`src/rtl/prbs_inj_pkg.sv`:
```
// Shared types and default widths for the PRBS31 error-injection scheduler.
// Holds the sequencer state encoding and the one-hot mask decode helper.
package prbs_inj_pkg;

    localparam int INT_W_DEF  = 30;
    localparam int BLEN_W_DEF = 8;
    localparam int NB_W_DEF   = 16;
    localparam int CNT_W_DEF  = 12;
    localparam int PRBS_W     = 32;

    typedef enum logic [1:0] {
        IDLE,
        WAIT,
        INJECT,
        DONE
    } state_t;

    function automatic logic [PRBS_W-1:0] bit_onehot(input logic [4:0] sel);
        logic [PRBS_W-1:0] m;
        m      = '0;
        m[sel] = 1'b1;
        return m;
    endfunction

endpackage

```
`src/rtl/inj_interval_timer.sv`:
```
// Load/enable up-counter raising tc in the cycle it reaches 'last', then wrapping to zero.
// Latency: tc is combinational on the registered count; no backpressure.
module inj_interval_timer #(
    parameter int W = 8
) (
    input  logic         clk,
    input  logic         rst,
    input  logic         load,
    input  logic         en,
    input  logic [W-1:0] last,
    output logic         tc
);

    logic [W-1:0] cnt_q;
    logic [W-1:0] cnt_d;

    assign tc = en && (cnt_q == last);

    always_comb begin
        cnt_d = cnt_q;
        if (load) begin
            cnt_d = '0;
        end else if (en) begin
            cnt_d = tc ? '0 : cnt_q + W'(1);
        end
    end

    always_ff @(posedge clk) begin
        if (rst) begin
            cnt_q <= '0;
        end else begin
            cnt_q <= cnt_d;
        end
    end

endmodule

```
`src/rtl/prbs_inject_scheduler.sv`:
```
// Schedules single/burst bit-flip injection into the PRBS31 generator; outputs lag the FSM by one register.
// Latency: start at edge T -> busy from T+1, first pulse at T+1+interval; no backpressure, abort wins.
module prbs_inject_scheduler
    import prbs_inj_pkg::*;
#(
    parameter int INT_W  = INT_W_DEF,
    parameter int BLEN_W = BLEN_W_DEF,
    parameter int NB_W   = NB_W_DEF,
    parameter int CNT_W  = CNT_W_DEF
) (
    input  logic              clk,
    input  logic              rst,
    input  logic              start,
    input  logic              abort,
    input  logic [INT_W-1:0]  cfg_interval,
    input  logic [BLEN_W-1:0] cfg_burst_len,
    input  logic [NB_W-1:0]   cfg_num_bursts,
    input  logic [4:0]        cfg_bit_sel,
    input  logic              cfg_continuous,
    output logic [31:0]       inject_mask,
    output logic              inject_pulse,
    output logic [CNT_W-1:0]  inj_count,
    output logic              busy,
    output logic              done
);

    state_t              state_q, state_d;
    logic [INT_W-1:0]    interval_m1_q, interval_m1_d;
    logic [BLEN_W-1:0]   blen_m1_q, blen_m1_d;
    logic [NB_W-1:0]     num_bursts_q, num_bursts_d;
    logic [NB_W-1:0]     burst_cnt_q, burst_cnt_d;
    logic [4:0]          bit_sel_q, bit_sel_d;
    logic                continuous_q, continuous_d;
    logic [PRBS_W-1:0]   mask_q, mask_d;
    logic                pulse_q, pulse_d;
    logic                busy_q, busy_d;
    logic                done_q, done_d;
    logic [CNT_W-1:0]    inj_count_q, inj_count_d;

    logic                start_ok;
    logic                injecting;
    logic [NB_W-1:0]     burst_cnt_inc;
    logic                wait_tc;
    logic                burst_tc;

    // Timers are held at zero outside their state so each WAIT/INJECT phase starts from a clean count.
    inj_interval_timer #(.W(INT_W)) u_wait_tmr (
        .clk  (clk),
        .rst  (rst),
        .load (state_q != WAIT),
        .en   (state_q == WAIT),
        .last (interval_m1_q),
        .tc   (wait_tc)
    );

    inj_interval_timer #(.W(BLEN_W)) u_burst_tmr (
        .clk  (clk),
        .rst  (rst),
        .load (state_q != INJECT),
        .en   (state_q == INJECT),
        .last (blen_m1_q),
        .tc   (burst_tc)
    );

    always_comb begin
        start_ok      = (state_q == IDLE) && start && !abort;
        injecting     = (state_q == INJECT) && !abort;
        burst_cnt_inc = burst_cnt_q + NB_W'(1);

        state_d       = state_q;
        interval_m1_d = interval_m1_q;
        blen_m1_d     = blen_m1_q;
        num_bursts_d  = num_bursts_q;
        bit_sel_d     = bit_sel_q;
        continuous_d  = continuous_q;
        burst_cnt_d   = burst_cnt_q;

        case (state_q)
            IDLE: begin
                if (start_ok) begin
                    // Zero interval/length behave as one cycle.
                    interval_m1_d = (cfg_interval == '0) ? '0 : cfg_interval - INT_W'(1);
                    blen_m1_d     = (cfg_burst_len == '0) ? '0 : cfg_burst_len - BLEN_W'(1);
                    num_bursts_d  = cfg_num_bursts;
                    bit_sel_d     = cfg_bit_sel;
                    continuous_d  = cfg_continuous;
                    burst_cnt_d   = '0;
                    state_d       = (!cfg_continuous && cfg_num_bursts == '0) ? DONE : WAIT;
                end
            end
            WAIT: begin
                if (wait_tc) begin
                    state_d = INJECT;
                end
            end
            INJECT: begin
                if (burst_tc) begin
                    burst_cnt_d = burst_cnt_inc;
                    if (continuous_q) begin
                        state_d = WAIT;
                    end else if (burst_cnt_inc == num_bursts_q) begin
                        state_d = DONE;
                    end else begin
                        state_d = WAIT;
                    end
                end
            end
            DONE: begin
                state_d = IDLE;
            end
            default: begin
                state_d = IDLE;
            end
        endcase

        if (abort) begin
            state_d = IDLE;
        end

        mask_d      = injecting ? bit_onehot(bit_sel_q) : '0;
        pulse_d     = injecting;
        busy_d      = ((state_q == WAIT) || (state_q == INJECT)) && !abort;
        done_d      = (state_q == DONE) && !abort;
        inj_count_d = start_ok  ? '0 :
                      injecting ? inj_count_q + CNT_W'(1) : inj_count_q;
    end

    always_ff @(posedge clk) begin
        if (rst) begin
            state_q       <= IDLE;
            interval_m1_q <= '0;
            blen_m1_q     <= '0;
            num_bursts_q  <= '0;
            bit_sel_q     <= '0;
            continuous_q  <= 1'b0;
            burst_cnt_q   <= '0;
            mask_q        <= '0;
            pulse_q       <= 1'b0;
            busy_q        <= 1'b0;
            done_q        <= 1'b0;
            inj_count_q   <= '0;
        end else begin
            state_q       <= state_d;
            interval_m1_q <= interval_m1_d;
            blen_m1_q     <= blen_m1_d;
            num_bursts_q  <= num_bursts_d;
            bit_sel_q     <= bit_sel_d;
            continuous_q  <= continuous_d;
            burst_cnt_q   <= burst_cnt_d;
            mask_q        <= mask_d;
            pulse_q       <= pulse_d;
            busy_q        <= busy_d;
            done_q        <= done_d;
            inj_count_q   <= inj_count_d;
        end
    end

    assign inject_mask  = mask_q;
    assign inject_pulse = pulse_q;
    assign inj_count    = inj_count_q;
    assign busy         = busy_q;
    assign done         = done_q;

endmodule

```
`config.mk`:
```
export PLATFORM = sky130hd
export DESIGN_NAME = prbs_inject_scheduler
export DESIGN_NICKNAME = d
export VERILOG_FILES = /design/src/rtl/prbs_inj_pkg.sv /design/src/rtl/inj_interval_timer.sv /design/src/rtl/prbs_inject_scheduler.sv
export SDC_FILE = /design/constraint.sdc
export NUM_CORES = 1
export LEC_CHECK = 0
export CAP_MARGIN = 40
export CELL_PAD_IN_SITES_DETAIL_PLACEMENT = 1
export CELL_PAD_IN_SITES_GLOBAL_PLACEMENT = 1
export CORE_ASPECT_RATIO = 0.8
export CORE_UTILIZATION = 41
export DETAILED_ROUTE_END_ITERATION = 10
export PLACE_DENSITY = 0.81
export SYNTH_ARGS = -nofsm -noshare
export SYNTH_HDL_FRONTEND = slang
export SYNTH_SLANG_ARGS = --single-unit
```
`constraint.sdc`:
```
create_clock -name clk -period 2.3 [get_ports clk]
set_input_delay 0.23 -clock clk [delete_from_list [all_inputs] [get_ports clk]]
set_output_delay 0.23 -clock clk [all_outputs]
set_load 0.05 [all_outputs]
```
# [Word level (Yosys, flattened, before mapping)]
# Index checks and enable logic that the tools add are counted.
[totals] reg_bits=163 in_bits=64 out_inout_bits=47 word_cells=75
[classes] n_addsub=6 n_lt_le_gt_ge=2 n_eq_ne=11 n_mux=16 n_bitwise=1 reduce_logical=25
[ops] op="$mux W30" n=2
[ops] op="$mux W16" n=2
[ops] op="$pmux W16 S2" n=1
[ops] op="$add A30 B1 Y30 const B" n=1
[ops] op="$eq A30 B30 Y1" n=1
[ops] op="$logic_not A30 Y1" n=1
[ops] op="$sub A30 B1 Y30 const B" n=1
[ops] op="$add A16 B1 Y16 const B" n=1
[ops] op="$eq A16 B16 Y1" n=1
[ops] op="$logic_not A16 Y1" n=1
[ops] op="$mux W8" n=2
[ops] op="$add A12 B1 Y12 const B" n=1
[ops] op="$mux W2" n=6
[ops] op="$reduce_or A2 Y1" n=5
[ops] op="$logic_and A1 B1 Y1" n=9
[ops] op="$add A8 B1 Y8 const B" n=1
[ops] op="$eq A8 B8 Y1" n=1
[ops] op="$logic_not A8 Y1" n=1
[ops] op="$ne A2 B2 Y1 const B" n=4
[ops] op="$pmux W2 S4" n=1
[ops] op="$sub A8 B1 Y8 const B" n=1
[ops] op="$lt A5 B6 Y1 const B" n=1
[ops] op="$reduce_and A3 Y1" n=2
[ops] op="$demux W1 S5" n=1
[ops] op="11 further kinds" n=13

# [Logic depth before layout (Yosys ltp)]
[logic_depth] depth_word=6 depth_mapped=9 ltp_nobuf=8

# [By module]
# Synthesis repeated with hierarchy kept, for this count alone.
[hier_totals] hier_cells=885 hier_area_um2=7723.7
[by_module_without_submodules] mod="prbs_inject_scheduler" n_inst=1 cells_per_inst=633 area_each_um2=5521.5 seq_area_each_um2=2502.4
[by_module_without_submodules] mod="inj_interval_timer at u_wait_tmr" n_inst=1 cells_per_inst=202 area_each_um2=1747.9 seq_area_each_um2=600.6
[by_module_without_submodules] mod="inj_interval_timer at u_burst_tmr" n_inst=1 cells_per_inst=50 area_each_um2=454.2 seq_area_each_um2=160.2

# [Worst setup path after synthesis]
# OpenSTA, ideal clock, no wires.
[synth_path] kind="register -> register" start="register state_q[0]" end="register burst_cnt_q[7]" setup_time_ns=0.070 arrival_ns=1.964 required_time_ns=2.230 setup_slack_ns=0.265 path_stages_with_launch=8 n_path_buf=1 period_less_slack_ns=2.035 path_cell_list="dfxtp_1 inv_1 ha_1 inv_1 or4b_1 buf_2 or4_1 a21oi_1"
[synth_between] elab_chain_cells=5 word_cells_on_any_way=10 classes_between="3 x eq/ne; 1 x mux; 6 x reduce/logical"
[synth_lines] element="from (decl)" line_no="prbs_inject_scheduler.sv:27" rtl="state_t state_q, state_d;"
[synth_lines] element="from (signal assigned)" line_no="prbs_inject_scheduler.sv:143" rtl="state_q <= state_d;"
[synth_lines] element="$logic_not A2 Y1" line_no="prbs_inject_scheduler.sv:66, prbs_inject_scheduler.sv:78"
[synth_lines] element="$logic_and A1 B1 Y1 (2 in series)" line_no="prbs_inject_scheduler.sv:66" rtl="start_ok = (state_q == IDLE) && start && !abort;"
[synth_lines] element="$ne A2 B2 Y1 (no line)"
[synth_lines] element="$reduce_and A3 Y1 (no line)"
[synth_lines] element="to (signal assigned)" line_no="prbs_inject_scheduler.sv:149" rtl="burst_cnt_q <= burst_cnt_d;"
[synth_lines] element="to (decl)" line_no="prbs_inject_scheduler.sv:31" rtl="logic [NB_W-1:0] burst_cnt_q, burst_cnt_d;"
# Several ways; a longest one is shown, not always the timed one.
# A chain may end at the register's enable or synchronous reset.

# [Final worst setup path]
[layout_path] start="register u_burst_tmr.cnt_q[0]" end="register burst_cnt_q[8]"
[layout_between] elab_chain_cells=4
[layout_lines] element="from (decl)" line_no="inj_interval_timer.sv:14" rtl="logic [W-1:0] cnt_q;"
[layout_lines] element="from (signal assigned)" line_no="inj_interval_timer.sv:32" rtl="cnt_q <= cnt_d;"
[layout_lines] element="$eq A8 B8 Y1" line_no="inj_interval_timer.sv:17" rtl="assign tc = en && (cnt_q == last);"
[layout_lines] element="$logic_and A1 B1 Y1" line_no="inj_interval_timer.sv:17"
[layout_lines] element="$ne A2 B2 Y1 (no line)"
[layout_lines] element="$reduce_and A3 Y1 (no line)"
# Every way passes these cells.

==> insert_results.sql <==
INSERT INTO impl_metrics (metric_group, metric, value, unit) VALUES
('run_status', 'run_status', 'finished clean', ''),
('clock_network', 'cts_sinks', '163', ''),
('sta', 'hold_viol_final', '0', ''),
('sta', 'period_share', '95.7', '%'),
('die', 'fp.dieArea', '18400', 'um^2'),
('yosys', 'proportion_of_synthesized_chip_area_in_sequential_cells', '44.5', '%'),
('drt', 'drt.antenna.violating_nets', '0', ''),
('die', 'floorplan.die.height', '122', 'um'),
('pwr', 'net-switching-power', '1810', 'uW'),
('yosys', 'synth_cells', '838', ''),
('clock_network', 'post_cts_hold_buffer_count', '0', ''),
('worst_setup_path', 'criticalPathCategory', 'flop to flop', ''),
('worst_setup_path', 'cp-end-kind', 'flop', ''),
('die', 'rows', '43', ''),
('placed_design', 'place_worst_setup_slack', '-98.6', 'ps'),
('sta', 'finalClockSkew', '13.3', 'ps'),
('final_layout', 'layout.cells.most_common', 'dfxtp_1', ''),
('drt', 'first_iter_violations', '286', ''),
('global_routing', 'grt.overflow.total', '0', ''),
('final_layout', 'syn2layout_area_growth', '33.4', '%'),
('final_layout', 'final_layout_size_suffix_gt1_share', '13.2', '%'),
('sta', 'worst_slack', '98.7', 'ps'),
('pwr', 'p_leak', '0.00358', 'uW'),
('drt', 'routedWlPerCell', '17.5', 'um'),
('sta', 'worst_slew_pin_slew', '720', 'ps'),
('drt', 'drt_pre_antenna_iters', '4', ''),
('min_path', 'hold-path-cell-count', '2', ''),
('pwr', 'cellInternalPower', '4670', 'uW'),
('flow_run', 'maxCapViolations', '0', ''),
('yosys', 'syn_area', '7330', 'um^2'),
('clock_network', 'tritoncts_clock_tree', 'built', ''),
('pwr', 'clkPwrFrac', '45.6', '%'),
('yosys', 'synth_async_sr_flop_share', '0', '%'),
('worst_setup_path', 'required', '2670', 'ps'),
('sta', 'maxClockFrequency', '454', 'MHz'),
('pwr', 'power-per-cell-area', '663', 'nW/um^2'),
('clock_network', 'setup_buffers_after_cts', '0', ''),
('global_routing', 'wire_length_of_the_first_global_routing_pass', '34900', 'um'),
('sta', 'final_period_minus_worst_setup_slack', '2200', 'ps'),
('drt', 'drc_errors', '0', ''),
('die', 'floorplan.initialDensity', '42.0', '%'),
('drt', 'maxUsedRoutingLayer', 'met4', ''),
('clock_network', 'ctsLongestPathBuffers', '2', ''),
('min_path', 'hold_path_class', 'input pin to flop', ''),
('yosys', 'edff_count_synth', '0', ''),
('clock_network', 'cts_buffers', '17', ''),
('drt', 'routed-wl-met3', '693', 'um'),
('worst_setup_path', 'critical_path_peak_fanout', '14', ''),
('clock_network', 'cts_root_buffer', 'clkbuf_16', ''),
('yosys', 'synth_warnings', '0', ''),
('sta', 'slew_headroom', '51.6', '%'),
('drt', 'wl_met2', '10400', 'um'),
('sta', 'hold_ws', '379', 'ps'),
('sta', 'slew_viol_final', '0', ''),
('global_routing', 'pin_count_of_the_biggest_net_entering_global_routing', '35', ''),
('final_layout', 'final_nets', '1074', ''),
('yosys', 'synth_flop_cell', 'dfxtp_1', ''),
('global_routing', 'vias_in_the_first_global_route', '6845', ''),
('drt', 'wl_met1', '10300', 'um'),
('yosys', 'syn-mean-instance-area', '8.75', 'um^2'),
('global_routing', 'antenna_found_initial', '0', ''),
('drt', 'vias', '6503', ''),
('pwr', 'p_comb_share', '9.0', '%'),
('yosys', 'synth_cell_type_count', '52', ''),
('clock_network', 'reg_clk_slew_reported_paths', '80', 'ps'),
('final_layout', 'most-common-layout-cells', '151 x dfxtp_1, 119 x nor2_1, 110 x clkdlybuf4s50_1, 70 x nand2_1, 67 x xnor2_1', ''),
('die', 'top_level_ports', '111', ''),
('worst_setup_path', 'worstSetupStartpointType', 'flop', ''),
('clock_network', 'clk-insertion-delay-late', '440', 'ps'),
('pwr', 'switching_share', '27.9', '%'),
('placed_design', 'place_congestion', '0.831', '');
==> repair_timing <==
item / in CTS / in global routing
gates resized for setup: 6 / 17
endpoints found under the setup margin: 1 / 12
pin swaps: 1 / 5
==> sequential cells by signal, summed over array words and instances, names as in the netlist, 5 cells and up <==
name	count
burst_cnt_q	16
u_wait_tmr.cnt_q	30
num_bursts_q	16
inj_count	12
u_burst_tmr.cnt_q	8
inject_mask	32
interval_m1_q	30
bit_sel_q	5
blen_m1_q	8
==> metrics by stage <==
stage               cells  instance area, um^2  setup TNS (ps)  utilization [%]  power (uW)
floorplan             838                 7330               0                -        3280
global placement     1206                 9100               0             52.2        3560
detailed placement   1206                 9100            -941             52.2        3580
CTS                  1238                 9740               0             55.9        6520
global route         1237                 9780               0             56.1        6670
finish               1237                 9780               0             56.1        6490
==> metal layers <==
metal / vias up / GRT usage, %
met3: 20 / 4.31
met4: 0 / 6.44
met5: - / 0
met1: 3183 / 32.4
met2: 98 / 40.6
li1: 3202 / -
==> layout make-up <==
type	instances	area, um^2
fill	2047	7650
multi-input combinational	624	3910
sequential	163	3280
timing repair buffer	174	1610
clock buffer	17	425
tap	225	282
clock inverter	15	201
inverter	19	71.3
==> power by group through the flow <==
stage	registers (uW)	logic [uW]	clock network (uW)
final	2950	580	2950
after CTS	2950	577	2990
after floorplan	3000	280	0
after detailed placement	3010	564	0
after global placement	3010	545	0
after global routing	2960	630	3090
==> worst max-delay path, cell delays in order, from the launching register on <==
cell and delay, ps:
dfxtp_2 390, xnor2_2 130, nand4_1 190, or4b_4 680, or4_1 580, a21oi_2 170
==> kinds of logic after synthesis <==
family	after synthesis	synth area share (%)
AO/OA/AOI/OAI	125	10.6
XOR/XNOR	133	16.1
adder cells (fa/ha/maj)	11	1.88
buffers and inverters	51	2.83
flip-flops	163	44.5
AND/OR/NAND/NOR	355	24.1
==> Yosys cell counts, drive strengths merged, types with 2 or more instances <==
master / instances / area [um^2]
ha: 11 / 138
or4: 8 / 60.1
nand2b: 3 / 18.8
xnor2: 68 / 596
or2: 4 / 25.0
a21oi: 27 / 135
nand2: 70 / 263
clkbuf: 19 / 72.6
nand4: 25 / 156
nor4: 14 / 93.8
nor3: 19 / 100
and3: 15 / 93.8
xor2: 64 / 561
nor3b: 2 / 15.0
nand3: 22 / 115
a21boi: 2 / 15.0
or3: 15 / 93.8
nor2: 121 / 454
and4: 9 / 78.8
o21ai: 61 / 305
and2: 6 / 38.8
nand3b: 9 / 67.6
o211ai: 2 / 15.0
inv: 19 / 71.3
buf: 13 / 63.8
a211oi: 2 / 25.0
dfxtp: 163 / 3260
nor2b: 9 / 56.3
a22o: 21 / 184
==> final timing paths <==
check                        from               end  slack [ps]
min reg2reg      interval_m1_q[8]  interval_m1_q[8]         480
max reg2reg  u_burst_tmr.cnt_q[0]    burst_cnt_q[8]         100
max          u_burst_tmr.cnt_q[0]    burst_cnt_q[8]         100
min                cfg_bit_sel[4]      bit_sel_q[4]         380
Power figures use the tool's default switching activity.
==> patch 1, RTL diff (same settings) <==
Re-encode `state_t` (4 states) as one-hot, 4 bits wide.
--- a/src/rtl/prbs_inj_pkg.sv
+++ b/src/rtl/prbs_inj_pkg.sv
@@ -10,7 +10,7 @@
 
-    typedef enum logic [1:0] {
-        IDLE,
-        WAIT,
-        INJECT,
-        DONE
+    typedef enum logic [3:0] {
+        IDLE   = 4'b0001,
+        WAIT   = 4'b0010,
+        INJECT = 4'b0100,
+        DONE   = 4'b1000
     } state_t;
Function: same outputs for any inputs over 4 cycles, from zero or initial values and one cycle with rst high; so few cycles prove little.
==> patch 1 against the unedited design <==
  * The flow now finishes with violations (design-rule violations)
  * Setup slack worse by 0.067 ns
  * Design area is 5.8% higher
  * Total power is 0.65% higher
  * Area after synthesis is 1.6% higher
  * Synthesized cell count is 2.7% higher
  * First-iteration DRC count is 62% higher
  * Worst hold slack worse by 0.0053 ns
  * Final cell count is 4.4% higher
  * Routed wire length is 19% higher
  * Largest power group unchanged
  * Utilization is 2.9 points higher
  * Critical endpoint is now u_wait_tmr.cnt_q[29]
  * Count of clock-buffer cells in the layout stayed put
  * Non-clock buffer count is 37 higher
  * Sequential cell count is 2 higher
  * Critical path type unchanged
==> patch 1: results (changes against the unedited design) <==
Status
  • Outcome: finished with violations
  • Violated checks: design-rule violations

Routing
  • Count of routing violations after the opening detailed-route iteration: 464 (+62%)
  • Router iterations before antenna repair: 8 (+4)
  • Number of remaining DRC errors: 5 (+5)
  • DR WL met3: 1240 microns (+79%)
  • Vias after detailed routing: 7158 (+10%)
  • Overall routed net length: 25700 microns (+19%)
  • M1 wire length: 11600 microns (+12%)
  • Met2 routed wirelength: 12400 microns (+20%)

Pwr
  • Leakage power total: 3.72 nW (+3.8%)
  • Net switching fraction of the power: 0.281 (+0.00150)
  • Max VDD drop: 0.427 mV (-23%)

Synth
  • Synth Area in XOR/XNOR: 0.158 (-0.00316)
  • Share of cell area taken by muxes after synthesis: 0.00403 (+0.00403)
  • Synth Area in Adders: 0.0101 (-0.00869)
  • Sequential element share of the synthesized area: 0.444 (-0.00151)
  • Synth Area in Compound Gates: 0.112 (+0.00643)
  • Yosys cell types: 53 (+1.9%)
  • Cells taking the most area after synthesis: sky130_fd_sc_hd__dfxtp_1 (44%), sky130_fd_sc_hd__xnor2_1 (8.2%), sky130_fd_sc_hd__xor2_1 (7.5%)
  • Cell types with the highest counts after synthesis: sky130_fd_sc_hd__dfxtp_1 (165), sky130_fd_sc_hd__nor2_1 (118), sky130_fd_sc_hd__nand2_1 (73), sky130_fd_sc_hd__o21ai_0 (73), sky130_fd_sc_hd__xnor2_1 (70)

Critical path
  • Logic depth of the worst register-to-register path: 6 (+1)
  • End of the worst register-to-register path: u_wait_tmr.cnt_q[29]
  • Launch instance of the worst register-to-register path: state_q[0]
  • Largest stage delay on the critical path: 0.56 ns (-0.12 ns)
  • Worst path arrival time: 2.66 ns (+0.09 ns)
  • Register-to-register setup slack: 0.03 ns (-0.07 ns)
  • Largest driver fanout on the critical path: 5 (-9)

Placement
  • HPWL after detailed placement: 16500 microns (+5.8%)
  • Post-placement setup slack: -0.390 ns (-0.291 ns)

Layout
  • Layout net count: 1123 (+4.6%)
  • Share of cells above drive strength 1: 0.171 (+0.0383)
  • Number of filler cells placed in the layout: 2018 (-1.4%)

Global routing
  • Global router's overall resource usage: 0.264 (+0.0201)
  • First-pass GRT wire length: 38300 microns (+9.6%)
  • Pin count of the biggest net entering global routing: 60 (+71%)
  • Via count of the first global-routing pass: 7230 (+5.6%)
  • GR Util met1: 0.342 (+0.0178)
  • GR Layer Usage met2: 0.441 (+0.0354)

Timing
  • Setup skew after layout: 0.0172 ns (+0.00388 ns)

CTS
  • Post-CTS repair timing setup buffer count: 2 (+2)
  • Total of cells resized after clock tree synthesis: 11 (+5)
  • Clk_lat worst skew: 0.46 ns (+0.02 ns)

Worst hold path
  • Hold path endpoint: bit_sel_q[0]
  • Worst hold start: cfg_bit_sel[0]
-- patch 1: cell count changes after synthesis, sizes merged, moves of 7 or more --
cell | unedited run | this run
or3 | 15 | 23
clkbuf | 19 | 30
o21ai | 61 | 73
nand3 | 22 | 34
inv | 19 | 10
and3 | 15 | 8
-- patch 1: area by class of cell --
class / count / area share
Multi-Input combinational cell: 648 / 0.402
Sequential cell: 165 / 0.320
Timing Repair Buffer: 211 / 0.186
Clock buffer: 17 / 0.0411
Tap cell: 225 / 0.0272
Clock inverter: 15 / 0.0200
Inverter: 10 / 0.00363
-- patch 1: power by group through the flow --
stage / Clock [mW] / Combinational [mW] / Sequential [mW]
after floorplan: 0 / 0.246 / 3.02
after global placement: 0 / 0.507 / 3.04
after detailed placement: 0 / 0.521 / 3.04
after CTS: 2.99 / 0.535 / 2.98
after global routing: 3.12 / 0.602 / 2.99
final: 2.98 / 0.563 / 2.98
-- patch 1: through the flow --
stage	total power [mW]	TNS [ns]	hold slack [ns]	cells	area, sq um
2_1_floorplan	3.26	-0.00162	0.339	861	7450
3_3_place_gp	3.54	-7.97	0.452	1251	9450
3_5_place_dp	3.56	-10.71	0.468	1251	9450
4_1_cts	6.50	0	0.360	1285	10100
5_1_grt	6.71	-0.0425	0.388	1291	10300
6_report	6.53	0	0.374	1291	10300
-- patch 1: how the worst max path moves through the flow --
stage	cells after the start	to	slack [ns]
after global routing	10	state_q[1]	-0.03
after global placement	8	interval_m1_q[8]	-0.27
after CTS	6	u_wait_tmr.cnt_q[29]	0.002
final	6	u_wait_tmr.cnt_q[29]	0.03
after detailed placement	8	interval_m1_q[19]	-0.39
after floorplan	8	state_q[1]	-0.002
==> patch 2, RTL diff (same settings) <==
Without the edit above. The package constant `NB_W_DEF` goes from 16 to 32.
--- a/src/rtl/prbs_inj_pkg.sv
+++ b/src/rtl/prbs_inj_pkg.sv
@@ -6,3 +6,3 @@
     localparam int BLEN_W_DEF = 8;
-    localparam int NB_W_DEF   = 16;
+    localparam int NB_W_DEF   = 32;
     localparam int CNT_W_DEF  = 12;
Ports: changed (resized cfg_num_bursts); port bits go from 111 to 127. The function was not compared with the original's and may differ.
==> patch 2 against the unedited design <==
  * Total power grew 15%
  * First-iteration DRC count rose by 150%
  * Via count up 36%
  * Design area rose by 28%
  * Sequential power up 19%
  * Sequential cell count up 32
  * Area after synthesis rose by 27%
  * Routed wire length up 43%
  * Setup slack lost 0.096 ns
  * Synthesized cell count is 29% higher
  * Count of clock-buffer cells in the layout unchanged
  * Critical endpoint is now state_q[1]
  * Highest routed layer is now met5
==> patch 2: results (changes against the unedited design) <==
Placement
  • Routability congestion estimate: 0.951 (+14%)
  • HPWL after detailed placement: 23100 microns (+48%)

Critical path
  • Worst path arrival time: 2.66 ns (+0.09 ns)
  • Largest driver fanout on the critical path: 4 (-10)

Status
  • Outcome: complete, no violations

Synth
  • Sequential element share of the synthesized area: 0.421 (-0.0244)
  • Synth Area in Compound Gates: 0.132 (+0.0266)
  • Synth Area in XOR/XNOR: 0.142 (-0.0192)
  • Cells taking the most area after synthesis: sky130_fd_sc_hd__dfxtp_1 (42%), sky130_fd_sc_hd__xnor2_1 (7.3%), sky130_fd_sc_hd__xor2_1 (6.9%)
  • Synthesized area divided by synthesized cell count: 8.59 sq um (-1.8%)
  • Yosys cell types: 61 (+17%)
  • Share of cell area taken by muxes after synthesis: 0.00216 (+0.00216)

Pwr
  • Leakage power total: 4.62 nW (+29%)
  • Net switching fraction of the power: 0.253 (-0.0264)
  • Max VDD drop: 0.506 mV (-8.4%)

Routing
  • Overall routed net length: 31100 microns (+43%)
  • Vias after detailed routing: 8859 (+36%)
  • Count of routing violations after the opening detailed-route iteration: 708 (+150%)

Timing
  • Setup skew after layout: 0.0101 ns (-0.00317 ns)

Global routing
  • Global router's overall resource usage: 0.273 (+0.0294)
  • Number of antenna violations at the first check in global routing: 1 (+1)
  • Pin count of the biggest net entering global routing: 53 (+51%)
  • Via count of the first global-routing pass: 9062 (+32%)

Layout
  • Share of cells above drive strength 1: 0.160 (+0.0280)
  • Number of filler cells placed in the layout: 2540 (+24%)
  • Layout net count: 1393 (+30%)
[patch 2: changes by cell type in the layout (fill, tap and decap cells not counted), moves of 15 or more]
cell / unedited run / this run
sky130_fd_sc_hd__dfxtp_1: 151 / 190
sky130_fd_sc_hd__a21oi_1: 26 / 46
sky130_fd_sc_hd__a22o_1: 21 / 37
sky130_fd_sc_hd__nor4_1: 11 / 26
sky130_fd_sc_hd__buf_4: 62 / 127
sky130_fd_sc_hd__nand3_1: 21 / 38
sky130_fd_sc_hd__o21ai_1: 16 / 1
sky130_fd_sc_hd__o21ai_0: 45 / 74
sky130_fd_sc_hd__clkdlybuf4s50_1: 110 / 126
[patch 2: repair_timing]
| item | 4_1_cts | 5_1_grt |
|---|---|---|
| setup endpoints to repair | 2 | 51 |
| buffers inserted | 0 | 0 |
| cloned | 0 | 0 |
| resized for setup | 10 | 21 |
| pin swaps | 8 | 5 |
[patch 2: final cells by class]
class,instances,area [sq um],share of cell area
inverter,18,71.3,0.00568
clock buffer,17,425,0.0339
tap,300,375,0.0299
timing repair buffer,260,2350,0.187
sequential,195,3920,0.312
multi-input combinational,810,5220,0.415
clock inverter,15,209,0.0166
[patch 2: worst paths after layout]
kind / depth (start not counted) / start / to / slack (ns)
setup reg to reg: 7 / burst_cnt_q[12] / state_q[1] / 0.003
hold reg to reg: 2 / blen_m1_q[5] / blen_m1_q[5] / 0.48
hold / removal: 2 / cfg_bit_sel[3] / bit_sel_q[3] / 0.38
setup / recovery: 7 / burst_cnt_q[12] / state_q[1] / 0.003
[patch 2: power by group through the flow]
stage | Combinational [mW] | Clock [mW] | Sequential, mW
detailed placement | 0.649 | 0 | 3.59
global route | 0.732 | 3.42 | 3.52
finish | 0.681 | 3.24 | 3.52
floorplan | 0.295 | 0 | 3.57
global placement | 0.626 | 0 | 3.59
CTS | 0.662 | 3.29 | 3.52
[patch 2: metal layers]
metal,track usage,part of all wire
met5,0,0.00032
met4,0.0686,0.011
met3,0.0483,0.056
met2,0.442,0.46
met1,0.376,0.47
[patch 2: stage by stage]
step                setup WS (ns)  area (sq um)  power, mW
global route              -0.0964         12600       7.67
floorplan                  0.0131          9300       3.86
CTS                      0.000748         12500       7.47
global placement           -0.101         11800       4.22
detailed placement         -0.245         11800       4.24
finish                    0.00252         12600       7.44
[patch 2: cell families (layout without fill, tap and decap cells)]
family          Yosys count  in the layout
buf+inv                  75            310
mux                       2              2
flops                   195            195
simple gates            450            450
xor+xnor                150            150
fa+ha+maj                11             11
compound gates          197            197
